==> src/rtl/csr_irq_ctrl.sv <==
// Machine-mode CSR file, fixed-priority interrupt controller and WFI sleep FSM.
// Optional: define IRQ_SYNC_EN to pass each irq_i bit through a 2-flop synchroniser.
module csr_irq_ctrl #(
    parameter int unsigned     XLEN      = 32,
    parameter int unsigned     NUM_IRQ   = 4,
    parameter logic [XLEN-1:0] MTVEC_RST = 32'h0001_0000
) (
    input  logic               clk,
    input  logic               rst,
    input  logic               ex_en,
    input  logic [XLEN-1:0]    ex_pc,
    input  logic [11:0]        csr_addr,
    input  logic [1:0]         csr_op,
    input  logic [XLEN-1:0]    csr_wdata,
    output logic [XLEN-1:0]    csr_rdata,
    input  logic               wfi_i,
    input  logic               mret_i,
    input  logic               retire_i,
    input  logic [NUM_IRQ-1:0] irq_i,
    output logic               trap_o,
    output logic [XLEN-1:0]    trap_pc_o,
    output logic               mret_o,
    output logic [XLEN-1:0]    ret_pc_o,
    output logic               stall_o
);

    localparam logic [11:0] AddrMstatus   = 12'h300;
    localparam logic [11:0] AddrMie       = 12'h304;
    localparam logic [11:0] AddrMtvec     = 12'h305;
    localparam logic [11:0] AddrMepc      = 12'h341;
    localparam logic [11:0] AddrMcause    = 12'h342;
    localparam logic [11:0] AddrMip       = 12'h344;
    localparam logic [11:0] AddrMcycle    = 12'hB00;
    localparam logic [11:0] AddrMinstret  = 12'hB02;
    localparam logic [11:0] AddrMcycleh   = 12'hB80;
    localparam logic [11:0] AddrMinstreth = 12'hB82;

    typedef enum logic [0:0] {StRun, StSleep} state_e;

    state_e             state_q;
    logic               stall_q;
    logic               mstatus_mie_q;
    logic               mstatus_mpie_q;
    logic [1:0]         mstatus_mpp_q;
    logic [NUM_IRQ-1:0] mie_q;
    logic [XLEN-1:0]    mtvec_q;
    logic [XLEN-1:0]    mepc_q;
    logic [XLEN-1:0]    mcause_q;
    logic [XLEN-1:0]    wpc_q;
    logic [63:0]        mcycle_q;
    logic [63:0]        minstret_q;

    logic [NUM_IRQ-1:0] irq_s;
    logic [NUM_IRQ-1:0] pend;
    logic               irq_any;
    logic [4:0]         cause;
    logic               trap_run;
    logic               trap_wake;
    logic               wfi_go;
    logic               csr_we;
    logic [XLEN-1:0]    mstatus_rd;
    logic [XLEN-1:0]    mie_rd;
    logic [XLEN-1:0]    mip_rd;
    logic [XLEN-1:0]    wr_val;
    logic [XLEN-1:0]    tvec_base;

`ifdef IRQ_SYNC_EN
    logic [NUM_IRQ-1:0] irq_sync1_q;
    logic [NUM_IRQ-1:0] irq_sync2_q;

    always_ff @(posedge clk or posedge rst) begin
        if (rst) begin
            irq_sync1_q <= '0;
            irq_sync2_q <= '0;
        end else begin
            irq_sync1_q <= irq_i;
            irq_sync2_q <= irq_sync1_q;
        end
    end

    assign irq_s = irq_sync2_q;
`else
    assign irq_s = irq_i;
`endif

    assign pend    = irq_s & mie_q;
    assign irq_any = |pend;

    // Lowest pending index wins: scan downwards so the last hit is the smallest.
    always_comb begin
        cause = 5'd16;
        for (int i = int'(NUM_IRQ) - 1; i >= 0; i--) begin
            if (pend[i]) begin
                cause = 5'd16 + 5'(i);
            end
        end
    end

    assign trap_run  = (state_q == StRun) && ex_en && mstatus_mie_q && irq_any;
    assign trap_wake = (state_q == StSleep) && mstatus_mie_q && irq_any;
    assign trap_o    = trap_run || trap_wake;
    assign mret_o    = (state_q == StRun) && ex_en && mret_i && !trap_run;
    assign wfi_go    = (state_q == StRun) && ex_en && wfi_i && !trap_run && !mret_i;
    assign csr_we    = (state_q == StRun) && ex_en && (csr_op != 2'b00)
                       && !trap_run && !mret_i && !wfi_i;

    // Mode 01 is vectored; 00 and 1x fall back to direct.
    assign tvec_base = {mtvec_q[XLEN-1:2], 2'b00};
    assign trap_pc_o = (mtvec_q[1:0] == 2'b01) ? tvec_base + (XLEN'(cause) << 2) : tvec_base;
    assign ret_pc_o  = {mepc_q[XLEN-1:2], 2'b00};
    assign stall_o   = stall_q;

    always_comb begin
        mstatus_rd          = '0;
        mstatus_rd[3]       = mstatus_mie_q;
        mstatus_rd[7]       = mstatus_mpie_q;
        mstatus_rd[12:11]   = mstatus_mpp_q;
        mie_rd              = '0;
        mie_rd[16+:NUM_IRQ] = mie_q;
        mip_rd              = '0;
        mip_rd[16+:NUM_IRQ] = irq_s;
    end

    always_comb begin
        case (csr_addr)
            AddrMstatus:   csr_rdata = mstatus_rd;
            AddrMie:       csr_rdata = mie_rd;
            AddrMtvec:     csr_rdata = {mtvec_q[XLEN-1:2], 1'b0, mtvec_q[0]};
            AddrMepc:      csr_rdata = {mepc_q[XLEN-1:2], 2'b00};
            AddrMcause:    csr_rdata = mcause_q;
            AddrMip:       csr_rdata = mip_rd;
            AddrMcycle:    csr_rdata = XLEN'(mcycle_q[31:0]);
            AddrMcycleh:   csr_rdata = XLEN'(mcycle_q[63:32]);
            AddrMinstret:  csr_rdata = XLEN'(minstret_q[31:0]);
            AddrMinstreth: csr_rdata = XLEN'(minstret_q[63:32]);
            default:       csr_rdata = '0;
        endcase
    end

    always_comb begin
        case (csr_op)
            2'b01:   wr_val = csr_wdata;
            2'b10:   wr_val = csr_rdata | csr_wdata;
            2'b11:   wr_val = csr_rdata & ~csr_wdata;
            default: wr_val = csr_rdata;
        endcase
    end

    always_ff @(posedge clk or posedge rst) begin
        if (rst) begin
            state_q        <= StRun;
            stall_q        <= 1'b0;
            mstatus_mie_q  <= 1'b0;
            mstatus_mpie_q <= 1'b0;
            mstatus_mpp_q  <= 2'b00;
            mie_q          <= '0;
            mtvec_q        <= MTVEC_RST;
            mepc_q         <= '0;
            mcause_q       <= '0;
            wpc_q          <= '0;
            mcycle_q       <= '0;
            minstret_q     <= '0;
        end else begin
            mcycle_q <= mcycle_q + 64'd1;
            if (retire_i) begin
                minstret_q <= minstret_q + 64'd1;
            end
            case (state_q)
                StRun: begin
                    if (trap_run) begin
                        mepc_q         <= ex_pc;
                        mcause_q       <= {1'b1, (XLEN-1)'(cause)};
                        mstatus_mpie_q <= mstatus_mie_q;
                        mstatus_mie_q  <= 1'b0;
                        mstatus_mpp_q  <= 2'b11;
                    end else if (mret_o) begin
                        mstatus_mie_q  <= mstatus_mpie_q;
                        mstatus_mpie_q <= 1'b1;
                        mstatus_mpp_q  <= 2'b11;
                    end else if (wfi_go) begin
                        wpc_q   <= ex_pc + XLEN'(3'd4);
                        state_q <= StSleep;
                        stall_q <= 1'b1;
                    end else if (csr_we) begin
                        case (csr_addr)
                            AddrMstatus: begin
                                mstatus_mie_q  <= wr_val[3];
                                mstatus_mpie_q <= wr_val[7];
                                mstatus_mpp_q  <= wr_val[12:11];
                            end
                            AddrMie:    mie_q    <= wr_val[16+:NUM_IRQ];
                            AddrMtvec:  mtvec_q  <= wr_val;
                            AddrMepc:   mepc_q   <= wr_val;
                            AddrMcause: mcause_q <= wr_val;
                            default: ;
                        endcase
                    end
                end
                StSleep: begin
                    // Only enabled sources wake the core; MIE decides trap vs. plain resume.
                    if (irq_any) begin
                        state_q <= StRun;
                        stall_q <= 1'b0;
                        if (mstatus_mie_q) begin
                            mepc_q         <= wpc_q;
                            mcause_q       <= {1'b1, (XLEN-1)'(cause)};
                            mstatus_mpie_q <= 1'b1;
                            mstatus_mie_q  <= 1'b0;
                            mstatus_mpp_q  <= 2'b11;
                        end
                    end
                end
                default: begin
                    state_q <= StRun;
                    stall_q <= 1'b0;
                end
            endcase
        end
    end

endmodule
==> config.mk <==
export PLATFORM = sky130hd
export DESIGN_NAME = csr_irq_ctrl
export DESIGN_NICKNAME = d
export VERILOG_FILES = /design/src/rtl/csr_irq_ctrl.sv
export SDC_FILE = /design/constraint.sdc
export NUM_CORES = 1
export LEC_CHECK = 0
export CAP_MARGIN = 20
export CORE_ASPECT_RATIO = 1.2
export CORE_MARGIN = 3
export CORE_UTILIZATION = 40
export CTS_CLUSTER_DIAMETER = 150
export DETAILED_ROUTE_END_ITERATION = 10
export MAX_ROUTING_LAYER = met4
export PLACE_DENSITY = 0.65
export SLEW_MARGIN = 25
export SYNTH_ARGS = -nofsm -noshare
export SYNTH_HDL_FRONTEND = slang
export SYNTH_SLANG_ARGS = --single-unit
export TNS_END_PERCENT = 30
==> constraint.sdc <==
create_clock -name clk -period 11.8 [get_ports clk]
set_input_delay 2.36 -clock clk [delete_from_list [all_inputs] [get_ports clk]]
set_output_delay 2.36 -clock clk [all_outputs]
set_load 0.01 [all_outputs]
==> results.sh <==
export IMPL_clkTransAtPathRegs_ns=0.06
export IMPL_slew_headroom=0.291
export IMPL_yosysTopAreaCellShare=0.427
export IMPL_synth_area_per_cell_um2=9.57
export IMPL_dr_total_vias=13700
export IMPL_cpPeakStageDelay_ns=0.66
export IMPL_port_buffers=180
export IMPL_die_w_um=185
export IMPL_finalSetupViolCount=0
export IMPL_cp_start_kind="input port"
export IMPL_hold_end="minstret_q[63]"
export IMPL_worstMarginPinSlew_ns=1.06
export IMPL_hp_class="reg2reg"
export IMPL_fp_coreArea_um2=37300
export IMPL_timing_reg2reg_worst_path_depth=6
export IMPL_grt_pass1_vias=13400
export IMPL_gp_congestion=0.966
export IMPL_cts_buffers=30
export IMPL_clock_skew_ns=0.0255
export IMPL_hpwl_um=40900
export IMPL_critPathKind="in2out"
export IMPL_arrival_ns=6.45
export IMPL_syn_inst=1599
export IMPL_start_util=0.410
export IMPL_antenna_found_initial=0
export IMPL_drc=0
export IMPL_rsz0062_at_grt="no"
export IMPL_synth_warnings=0
export IMPL_die_h_um=220
export IMPL_seq_area_frac_synth=0.429
export IMPL_tritoncts="built"
export IMPL_drt_total_wl_um=54000
export IMPL_dp_cells=2201
export IMPL_synth_top_area_cell="dfrtp_1"
export IMPL_yosys_cell_count_top_type="dfrtp_1"
export IMPL_hold_buffers=0
export IMPL_fillers=3361
export IMPL_routed_via_density=6.07
export IMPL_clkLatencyLatePin_ns=0.57
export IMPL_cts_setup_buffers=0
export IMPL_slowest_stage="clkdlybuf4s50_1"
export IMPL_synthFlopType="dfrtp_1"
export IMPL_fin_crit_sh=0.747
export IMPL_ir_drop_v=0.000133
export IMPL_worstPathCellList="clkdlybuf4s50_1 > a32oi_1 > a21oi_1 > ha_1 > inv_1 > fa_1 > and3b_1 > o2111ai_1 > or3_1 > nor2_1 > nand3_1 > xnor2_1 > clkdlybuf4s50_1"
export IMPL_synth_edff_count=0
export IMPL_ys_async_sr_fraction=1.00
export IMPL_p_leak_uw=0.00763
export IMPL_routedWlPerCell_um=23.9
export IMPL_power_density_nw_per_um2=142
export IMPL_drive_gt1_frac=0.0836
export IMPL_crit_fanout=4
export IMPL_grt_pass1_wl_um=81900
export IMPL_fmax_mhz=114
export IMPL_reg2reg_slack_ns=8.53
export IMPL_crit_required_ns=9.44
export IMPL_clock_sinks=262
export IMPL_synth_seq_cells=262
export IMPL_cp_num_buf_inv=3
export IMPL_ctsLongestPathBuffers=3
export IMPL_crit_family="simple AND/OR/NAND/NOR gates"
export IMPL_drt_iter0_drc=1254
export IMPL_htreeDepth=1
export IMPL_grt_usage=0.268
export IMPL_area_growth_pct=21.8
export IMPL_period_needed_ns=8.81
export IMPL_row_count=77
export IMPL_status="finished, final reports clean"
export IMPL_die_area_um2=40600
export IMPL_diodes=0
export IMPL_final_antenna_net_count=0
export IMPL_cp_common_cell="clkdlybuf4s50_1"
export IMPL_root_buffer="clkbuf_16"
export IMPL_synth_cell_types=85
export IMPL_r2r_end="minstret_q[46]"
export IMPL_synth_area_top_cells="dfrtp_1, xnor2_1, nand2_1"
export IMPL_hold_viol_final=0
export IMPL_synth_area_um2=15300
export IMPL_maxCapViolCount=0
export IMPL_finalNonFillerCells=2257
export IMPL_grt_max_degree=114
export IMPL_hold_path_depth=1
export IMPL_maxSlewViolCount=0
export IMPL_setup_worst_path_start="irq_i[3]"
export IMPL_ctsResizeCount=0
export IMPL_reg2reg_from="minstret_q[10]"
export IMPL_yosys_top_cells_count="dfrtp_1, nand2_1, xnor2_1, nor2_1, nand3_1"
export IMPL_finalSetupTns_ns=0
export IMPL_first_pass_iters=9
export IMPL_nNetsFinal=1853
export IMPL_endpoint_kind="output pin"
export IMPL_grt_overflow=0
export IMPL_hp_start="minstret_q[63]"
export IMPL_io_pins=187
power breakdown:
| part | leakage, uW | total, uW | switching, uW | internal (uW) |
|---|---|---|---|---|
| sequential | 0.00341 | 1130 | 120 | 1010 |
| combinational | 0.00369 | 502 | 258 | 244 |
| clock | 0.000533 | 1010 | 387 | 621 |
| total | 0.00763 | 2640 | 766 | 1880 |
flip-flops by register name, summed over array words and instances, names as in the netlist:
signal	count
mie_q	4
mepc_q	30
stall_o	1
mstatus_mpp_q	2
wpc_q	30
minstret_q	64
state_q	1
mstatus_mie_q	1
mcause_q	32
mstatus_mpie_q	1
mcycle_q	64
mtvec_q	32
metrics by stage:
| stage | hold slack [ns] | total power (uW) | cell area [um2] | setup WS [ns] | util |
|---|---|---|---|---|---|
| floorplan | 0.442 | 1370 | 15300 | 2.23 | - |
| global placement | 0.462 | 1630 | 17500 | 3.01 | 0.470 |
| detailed placement | 0.470 | 1640 | 17500 | 3.02 | 0.470 |
| CTS | 0.479 | 2650 | 18600 | 3.01 | 0.499 |
| global route | 0.501 | 2750 | 18600 | 2.81 | 0.500 |
| finish | 0.479 | 2640 | 18600 | 2.99 | 0.500 |
worst reg2reg max path: cells and delay by family (launching register included):
family,cells,cell delay (ns)
XOR/XNOR,1,0.18
AND/OR/NAND/NOR,5,2.48
flip-flops,1,0.50
logic make-up after synthesis:
logic type / count (synthesis) / share of synthesized area
other: 1 / 0.000245
adders and majority gates: 6 / 0.00540
xor gates and xnor gates: 210 / 0.120
and+or+nand+nor: 623 / 0.214
buffers and inverters: 118 / 0.0341
DFF: 262 / 0.429
muxes: 56 / 0.0417
AOI/OAI and AO/OA: 323 / 0.156
metal layers:
metal,GRT usage,up-vias,wire [um]
li1,-,6166,-
met1,0.358,6783,22600
met2,0.418,609,24800
met3,0.0270,138,3800
met4,0.117,0,2710
met5,-,-,0
how the worst max path moves through the flow:
stage	end	slack, ns	depth (start not counted)
floorplan	mcause_q[0]	2.23	1
global placement	trap_pc_o[26]	3.01	13
detailed placement	trap_pc_o[26]	3.02	13
CTS	trap_pc_o[26]	3.01	13
global route	trap_pc_o[30]	2.81	14
finish	trap_pc_o[30]	2.99	13
cell type report:
type / count / area [um2] / share of cell area
multi-input combinational: 1222 / 8280 / 0.444
sequential: 262 / 6560 / 0.352
timing repair buffer: 202 / 1960 / 0.105
clock buffer: 45 / 918 / 0.0493
tap: 474 / 593 / 0.0318
inverter: 41 / 161 / 0.00867
clock inverter: 11 / 158 / 0.00846
placed cells by master, fill, tap and decap left out, types with 7 or more instances in the layout:
cell type	netlist	routed
a221o_1	10	10
nor3_1	30	29
mux2i_1	21	21
nand4_1	57	57
o22ai_1	15	15
a222oi_1	10	10
a21oi_1	45	45
o21ai_0	50	50
dfrtp_1	261	261
a22o_1	27	27
inv_1	41	40
nand3_1	75	75
nor4_1	9	9
and2_1	33	33
and3_1	29	29
o2bb2ai_1	7	7
a21o_1	9	9
or3_1	7	7
clkbuf_8	0	9
or2_2	6	7
nor2_1	123	123
nand2b_1	12	12
xnor2_1	149	149
a2bb2oi_1	14	14
mux2_2	31	31
clkdlybuf4s50_1	0	178
and4_1	18	18
clkbuf_16	0	31
buf_4	8	21
xor2_1	61	61
nor2b_1	10	10
a221oi_1	27	27
nand2_1	166	166
a32oi_1	13	13
o21ai_1	9	9
a22oi_1	31	31
No activity file was read; power rests on OpenSTA's default activity.
